**src/rtl/bundle_issue_if.sv**
```systemverilog
// Fetch-to-decode bundle issue bus: bundle handshake, flush/stall
// controls and the four per-lane decode outputs.
interface bundle_issue_if;
    logic [127:0] BundleF;
    logic         BundleValidF;
    logic         BundleReadyF;
    logic         FlushF;
    logic         StallD;
    logic         FlushD;
    logic [31:0]  InstrD0;
    logic [31:0]  InstrD1;
    logic [31:0]  InstrD2;
    logic [31:0]  InstrD3;
    logic [3:0]   LaneValidD;
    logic         SplitD;
    logic         EmptyF;

    modport master (
        output BundleF, BundleValidF, FlushF, StallD, FlushD,
        input  BundleReadyF, InstrD0, InstrD1, InstrD2, InstrD3,
               LaneValidD, SplitD, EmptyF
    );

    modport slave (
        input  BundleF, BundleValidF, FlushF, StallD, FlushD,
        output BundleReadyF, InstrD0, InstrD1, InstrD2, InstrD3,
               LaneValidD, SplitD, EmptyF
    );
endinterface

```
**src/rtl/bundle_issue.sv**
```systemverilog
// Bundle FIFO feeding four decode lanes. The head bundle issues as one
// group unless an intra-bundle RAW/WAW hazard forces a split, in which
// case the remaining lanes issue on later cycles.
module bundle_issue #(
    parameter int DEPTH = 4
) (
    input logic          clk,
    input logic          reset,
    bundle_issue_if.slave bus
);
    localparam int PW = (DEPTH > 1) ? $clog2(DEPTH) : 1;
    localparam int CW = $clog2(DEPTH + 1);
    localparam logic [CW-1:0] FULL = CW'(DEPTH);

    logic [127:0]      r_mem [DEPTH];
    logic [PW-1:0]     r_wptr, r_rptr;
    logic [CW-1:0]     r_count;
    logic [3:0]        r_pend;
    logic [3:0][31:0]  r_instr;
    logic [3:0]        r_lvalid;
    logic              r_split;

    logic [127:0]      w_head;
    logic [PW-1:0]     w_rptr_nx;
    logic [3:0][31:0]  w_lane;
    logic [3:0][4:0]   w_rd, w_rs1, w_rs2;
    logic [3:0]        w_wr, w_use1, w_use2;
    logic [3:0]        w_conf, w_grp, w_pend_nx;
    logic              w_push, w_adv, w_issue, w_pop, w_blocked;

    // Non-empty lane slots of a bundle; an all-zero word is never issued.
    function automatic logic [3:0] f_mask(input logic [127:0] b);
        for (int k = 0; k < 4; k++) f_mask[k] = |b[32*k +: 32];
    endfunction

    assign w_head    = r_mem[r_rptr];
    assign w_rptr_nx = r_rptr + PW'(1);

    genvar k;
    generate
        for (k = 0; k < 4; k++) begin : g_lane
            logic [6:0] w_op;
            assign w_lane[k] = w_head[32*k +: 32];
            assign w_op      = w_lane[k][6:0];
            assign w_rd[k]   = w_lane[k][11:7];
            assign w_rs1[k]  = w_lane[k][19:15];
            assign w_rs2[k]  = w_lane[k][24:20];
            assign w_wr[k]   = (w_op inside {7'b0110111, 7'b0010111, 7'b1101111,
                                             7'b1100111, 7'b0000011, 7'b0010011,
                                             7'b0110011, 7'b0011011, 7'b0111011})
                               && (w_rd[k] != 5'd0);
            assign w_use1[k] = w_op inside {7'b1100111, 7'b1100011, 7'b0000011,
                                            7'b0100011, 7'b0010011, 7'b0110011,
                                            7'b0011011, 7'b0111011};
            assign w_use2[k] = w_op inside {7'b1100011, 7'b0100011,
                                            7'b0110011, 7'b0111011};
        end
    endgenerate

    // Hazard detection against older pending lanes, then the issue group is
    // the pending prefix ending before the first conflicting lane.
    always_comb begin
        w_conf    = '0;
        w_grp     = '0;
        w_blocked = 1'b0;
        for (int j = 1; j < 4; j++) begin
            for (int i = 0; i < j; i++) begin
                if (r_pend[i] && r_pend[j] && w_wr[i] &&
                    ((w_use1[j] && (w_rs1[j] == w_rd[i])) ||
                     (w_use2[j] && (w_rs2[j] == w_rd[i])) ||
                     (w_wr[j]   && (w_rd[j]  == w_rd[i]))))
                    w_conf[j] = 1'b1;
            end
        end
        for (int j = 0; j < 4; j++) begin
            if (w_conf[j]) w_blocked = 1'b1;
            if (r_pend[j] && !w_blocked) w_grp[j] = 1'b1;
        end
    end

    assign bus.BundleReadyF = (r_count < FULL) && !bus.FlushF;
    assign bus.EmptyF       = (r_count == '0);

    assign w_push  = bus.BundleValidF && bus.BundleReadyF;
    assign w_adv   = !bus.StallD && !bus.FlushD && !bus.FlushF && (r_count != '0);
    assign w_issue = w_adv && (r_pend != 4'b0);
    // A head with nothing left pending (including an all-zero bundle) retires.
    assign w_pop   = w_adv && ((r_pend & ~w_grp) == 4'b0);

    // Pending mask for the head: shrink on issue, reload on a new head.
    always_comb begin
        w_pend_nx = r_pend;
        if (bus.FlushF)
            w_pend_nx = 4'b0;
        else if (w_pop)
            w_pend_nx = (r_count == CW'(1)) ? (w_push ? f_mask(bus.BundleF) : 4'b0)
                                            : f_mask(r_mem[w_rptr_nx]);
        else if (w_issue)
            w_pend_nx = r_pend & ~w_grp;
        else if ((r_count == '0) && w_push)
            w_pend_nx = f_mask(bus.BundleF);
    end

    // Bundle storage; data needs no reset since count guards validity.
    always_ff @(posedge clk) begin
        if (w_push) r_mem[r_wptr] <= bus.BundleF;
    end

    // FIFO pointers, occupancy and pending mask.
    always_ff @(posedge clk or negedge reset) begin
        if (!reset) begin
            r_wptr  <= '0;
            r_rptr  <= '0;
            r_count <= '0;
            r_pend  <= '0;
        end else if (bus.FlushF) begin
            r_wptr  <= '0;
            r_rptr  <= '0;
            r_count <= '0;
            r_pend  <= '0;
        end else begin
            if (w_push) r_wptr <= r_wptr + PW'(1);
            if (w_pop)  r_rptr <= w_rptr_nx;
            case ({w_push, w_pop})
                2'b10:   r_count <= r_count + CW'(1);
                2'b01:   r_count <= r_count - CW'(1);
                default: r_count <= r_count;
            endcase
            r_pend <= w_pend_nx;
        end
    end

    // Decode-stage output registers: flush clears, stall holds.
    always_ff @(posedge clk or negedge reset) begin
        if (!reset) begin
            r_instr  <= '0;
            r_lvalid <= '0;
            r_split  <= 1'b0;
        end else if (bus.FlushD || (!bus.StallD && !w_issue)) begin
            r_instr  <= '0;
            r_lvalid <= '0;
            r_split  <= 1'b0;
        end else if (!bus.StallD) begin
            r_instr  <= w_lane;
            r_lvalid <= w_grp;
            r_split  <= (w_grp != r_pend);
        end
    end

    assign bus.InstrD0    = r_instr[0];
    assign bus.InstrD1    = r_instr[1];
    assign bus.InstrD2    = r_instr[2];
    assign bus.InstrD3    = r_instr[3];
    assign bus.LaneValidD = r_lvalid;
    assign bus.SplitD     = r_split;
endmodule

```
**src/flat_wrapper.sv**
```systemverilog
// flat-port wrapper written by rule: the top's interface ports become plain ports
module bundle_issue_flat 
#(
    parameter int DEPTH = 4
)
  (clk, reset, bus_BundleF, bus_BundleValidF, bus_FlushF, bus_StallD, bus_FlushD, bus_BundleReadyF, bus_InstrD0, bus_InstrD1, bus_InstrD2, bus_InstrD3, bus_LaneValidD, bus_SplitD, bus_EmptyF);
  bundle_issue_if bus_i ();
  input logic clk;
  input logic reset;
  input wire logic [$bits(bus_i.BundleF)-1:0] bus_BundleF;
  input wire logic [$bits(bus_i.BundleValidF)-1:0] bus_BundleValidF;
  input wire logic [$bits(bus_i.FlushF)-1:0] bus_FlushF;
  input wire logic [$bits(bus_i.StallD)-1:0] bus_StallD;
  input wire logic [$bits(bus_i.FlushD)-1:0] bus_FlushD;
  output wire logic [$bits(bus_i.BundleReadyF)-1:0] bus_BundleReadyF;
  output wire logic [$bits(bus_i.InstrD0)-1:0] bus_InstrD0;
  output wire logic [$bits(bus_i.InstrD1)-1:0] bus_InstrD1;
  output wire logic [$bits(bus_i.InstrD2)-1:0] bus_InstrD2;
  output wire logic [$bits(bus_i.InstrD3)-1:0] bus_InstrD3;
  output wire logic [$bits(bus_i.LaneValidD)-1:0] bus_LaneValidD;
  output wire logic [$bits(bus_i.SplitD)-1:0] bus_SplitD;
  output wire logic [$bits(bus_i.EmptyF)-1:0] bus_EmptyF;
  assign bus_i.BundleF = bus_BundleF;
  assign bus_i.BundleValidF = bus_BundleValidF;
  assign bus_i.FlushF = bus_FlushF;
  assign bus_i.StallD = bus_StallD;
  assign bus_i.FlushD = bus_FlushD;
  assign bus_BundleReadyF = bus_i.BundleReadyF;
  assign bus_InstrD0 = bus_i.InstrD0;
  assign bus_InstrD1 = bus_i.InstrD1;
  assign bus_InstrD2 = bus_i.InstrD2;
  assign bus_InstrD3 = bus_i.InstrD3;
  assign bus_LaneValidD = bus_i.LaneValidD;
  assign bus_SplitD = bus_i.SplitD;
  assign bus_EmptyF = bus_i.EmptyF;
  bundle_issue #(.DEPTH(DEPTH)) u_core (.clk(clk), .reset(reset), .bus(bus_i));
endmodule
```
**config.mk**
```make
export PLATFORM = sky130hd
export DESIGN_NAME = bundle_issue_flat
export DESIGN_NICKNAME = d
export VERILOG_FILES = /design/src/rtl/bundle_issue_if.sv /design/src/rtl/bundle_issue.sv /design/src/flat_wrapper.sv
export SDC_FILE = /design/constraint.sdc
export NUM_CORES = 1
export LEC_CHECK = 0
export ABC_AREA = 1
export CELL_PAD_IN_SITES_DETAIL_PLACEMENT = 0
export CELL_PAD_IN_SITES_GLOBAL_PLACEMENT = 1
export CORE_UTILIZATION = 50
export DETAILED_ROUTE_END_ITERATION = 7
export PLACE_DENSITY = 0.95
export SYNTH_ARGS = -nofsm -noshare
export SYNTH_HDL_FRONTEND = slang
export SYNTH_SLANG_ARGS = --single-unit
```
**constraint.sdc**
```tcl
create_clock -name clk -period 10.6 [get_ports clk]
set_clock_uncertainty 0.1 [all_clocks]
set_input_delay 2.12 -clock clk [delete_from_list [all_inputs] [get_ports clk]]
set_output_delay 2.12 -clock clk [all_outputs]
set_load 0.02 [all_outputs]
```
==> impl_metrics.csv <==
group,metric,value,unit
place,gp_congestion,0.922,
sta,setup_viol,0,
worst_setup_path,r2r_start,"u_core.r_rptr[0]",
clocking,cts_setup_buffers,0,
synth,postSynthNetCount,2767,
worst_setup_path,cp.required,8.38,ns
sta,layout_setup_ws,4.95,ns
clocking,path_clk_slew,0.06,ns
sta,finalSetupTns,0,ns
sta,max_clock_freq,0.177,GHz
pwr,p_leak,0.0129,µW
sta,tightestPinTransition,1.11,ns
worst_setup_path,r2r_end,"u_core.r_rptr[1]",
global_routing,grt_pass1_wl,134,mm
place,dp_slack,4.78,ns
synth,netlist_area,29000,µm²
die,start_util,51.1,%
clocking,cts_tree,"done",
pwr,power,6600,µW
drt,first_iter_violations,2983,
die,coreArea,56800,µm²
sta,period_share,53.3,%
worst_setup_path,critPathKind,"input port to primary output",
drt,drcViolationCount,0,
place,io_buffers,268,
global_routing,antenna_found_initial,1,
synth,synth_seq_cells,656,
place,hpwl,59.0,mm
layout,synthToLayoutAreaGrowth,18.7,%
die,die_h,243,µm
layout,fillers,4418,
pwr,ir_drop,118,µV
run_status,outcome,"complete, no violations",
clocking,clock_sinks,656,
clocking,cts_buffers,68,
sta,relSlewSlack,26.0,%
clocking,insertion_delay,0.61,ns
synth,yosysSeqAreaShare,65.4,%
min_path,whs_path_depth,2,
global_routing,grt_use_total,29.8,%
synth,synthCells,2625,
clocking,h-tree-depth,3,
die,die_area,59000,µm²
sta,hold_viol,0,
worst_setup_path,ff2ff_setup_slack,5.10,ns
die,top_level_ports,269,
synth,ys_warn_count,0,
worst_setup_path,rr_worst_depth,18,
min_path,hold_path_class,"flip-flop to flip-flop",
layout,fin_nets,2985,
synth,syn-mean-instance-area,11.1,µm²
worst_setup_path,crit_path_end,"bus_BundleReadyF",
clocking,cts_root_buf,"clkbuf_16",
die,rows,87,
drt,dr.pass1.iters,6,
worst_setup_path,startpoint_type,"input port",
worst_setup_path,cp-end-kind,"primary output",
drt,via_per_inst,6.21,
drt,postRouteAntennaNets,0,
pwr,p_per_area,192,nW/µm²
worst_setup_path,setup.worst_path.start,"bus_FlushF",
place,place_area,32100,µm²
die,fp.dieW,243,µm
synth,synth.distinct_cells,51,
synth,synth_flop_cell,"edfxtp_1",
drt,wl,88.4,mm
synth,synth_edf_count,512,
worst_setup_path,critPathArrivalTime,3.43,ns
clocking,cts_resized,0,
drt,num_vias,22700,
global_routing,first_global_vias,21800,
job,maxCapViolations,0,
layout,layout-drive-gt1-share,7.55,%
global_routing,gr-total-overflow,0,
sta,period_minus_slack,5.65,ns
layout,final_core_util,60.6,%
worst_setup_path,crit_fanout,5,
clocking,ctsHoldBuffers,0,
sta,slew_viol_final,0,
sta,rsz0062_at_grt,"false",
clocking,clock_path_buffers,3,
global_routing,grt_max_degree,149,
drt,avgRoutedWirePerCell,24.2,µm
layout,postLayoutCellArea,34400,µm²
synth,async_reset_ff_share,22.0,%
[how the worst min path moves through the flow]
stage,startpoint,endpoint,slack [ns]
after detailed placement,u_core.r_pend[0],u_core.r_pend[0],0.38
after CTS,u_core.r_pend[0],u_core.r_pend[0],0.40
after global routing,u_core.bus.InstrD3[14],u_core.bus.InstrD3[14],0.43
after global placement,u_core.r_pend[0],u_core.r_pend[0],0.36
after floorplan,u_core.r_pend[0],u_core.r_pend[0],0.35
final,u_core.r_pend[0],u_core.r_pend[0],0.41
[cell type report]
| cell class | instances | area, µm² | share of cell area (%) |
|---|---|---|---|
| antenna | 1 | 2.50 | 0.00727 |
| clock buffer | 94 | 1950 | 5.68 |
| clock inverter | 32 | 352 | 1.02 |
| inverter | 125 | 479 | 1.39 |
| multi-input combinational | 1705 | 8870 | 25.7 |
| sequential | 656 | 19000 | 55.1 |
| tap | 756 | 946 | 2.75 |
| timing repair buffer | 287 | 2850 | 8.27 |
[placed cells by master, fill, tap and decap left out, types with 32 or more instances in the layout]
cell type / instances
nand3_1: 262
xnor2_1: 38
a21oi_1: 118
clkdlybuf4s50_1: 266
xor2_1: 32
nand4_1: 40
o21ai_0: 103
dfrtp_1: 142
nor2_1: 139
inv_1: 112
nor4_1: 109
nor3_1: 38
a32o_1: 37
edfxtp_1: 512
nand2_1: 600
clkbuf_16: 72
[report_power, final]
part	total (µW)	leakage (µW)	switching [µW]	internal, µW
Combinational	1060	0.00519	717	342
Sequential	3090	0.00663	113	2980
Clock	2450	0.00111	1010	1450
[flip-flops by register name (all words and copies together) (netlist names)]
register,flops
u_core.r_count,3
u_core.bus.InstrD0,32
u_core.bus.LaneValidD,4
u_core.r_pend,4
u_core.r_rptr,2
u_core.bus.InstrD1,32
u_core.bus.SplitD,1
u_core.bus.InstrD2,32
u_core.r_mem,512
u_core.bus.InstrD3,32
u_core.r_wptr,2
[cells by family (layout without fill, tap and decap cells)]
kind of cell | Yosys count | after routing | share of synthesized area (%)
buf+inv | 264 | 538 | 4.21
simple gates | 1243 | 1243 | 19.3
compound gates | 384 | 384 | 8.67
xor+xnor | 70 | 70 | 2.11
other cells | 0 | 1 | 0
fa+ha+maj | 8 | 8 | 0.345
flops | 656 | 656 | 65.4
[cells in the mapped netlist (6+ instances only)]
cell      count  area [µm²]
nand2_1     600        2250
edfxtp_1    512       15400
nand3_1     262        1310
dfrtp_1     144        3600
nor2_1      143         537
a21oi_1     118         591
inv_1       112         420
nor4_1      109         682
o21ai_0     103         515
clkbuf_1     73         274
nand4_1      40         250
nor3_1       38         190
xnor2_1      38         333
a32o_1       37         370
xor2_1       32         280
buf_4        25         188
or2_2        25         156
a221oi_1     24         210
a31o_2       24         210
buf_2        21         105
o21ai_1      20         100
o41ai_1      19         166
buf_6        14         158
inv_2        10        37.5
ha_1          8         100
o22ai_1       8        50.1
nand2_2       7        43.8
a32oi_1       6        52.6
buf_1         6        22.5
or2_1         6        37.5
[routing by layer]
metal  global-route usage (%)  part of all wire, %  vias to the layer above  routed length (µm)
met5                        0                    0                        -                   0
met3                     5.25                   11                      180                9820
met4                     9.91                  3.0                        0                2650
met2                     47.1                   47                     1569               41100
li1                         -                    -                     9938                   -
met1                     42.0                   39                    11000               34800
[worst max-delay path: stages]
cell	delay [ns]
clkdlybuf4s50_1	0.50
nor2_1	0.19
clkdlybuf4s50_1	0.63
[per-stage QoR]
stage	instances	hold WS, ns
after global routing	3655	0.433
after floorplan	2625	0.349
after CTS	3655	0.398
final	3656	0.407
after global placement	3529	0.364
after detailed placement	3529	0.381
Power figures use the tool's default switching activity.
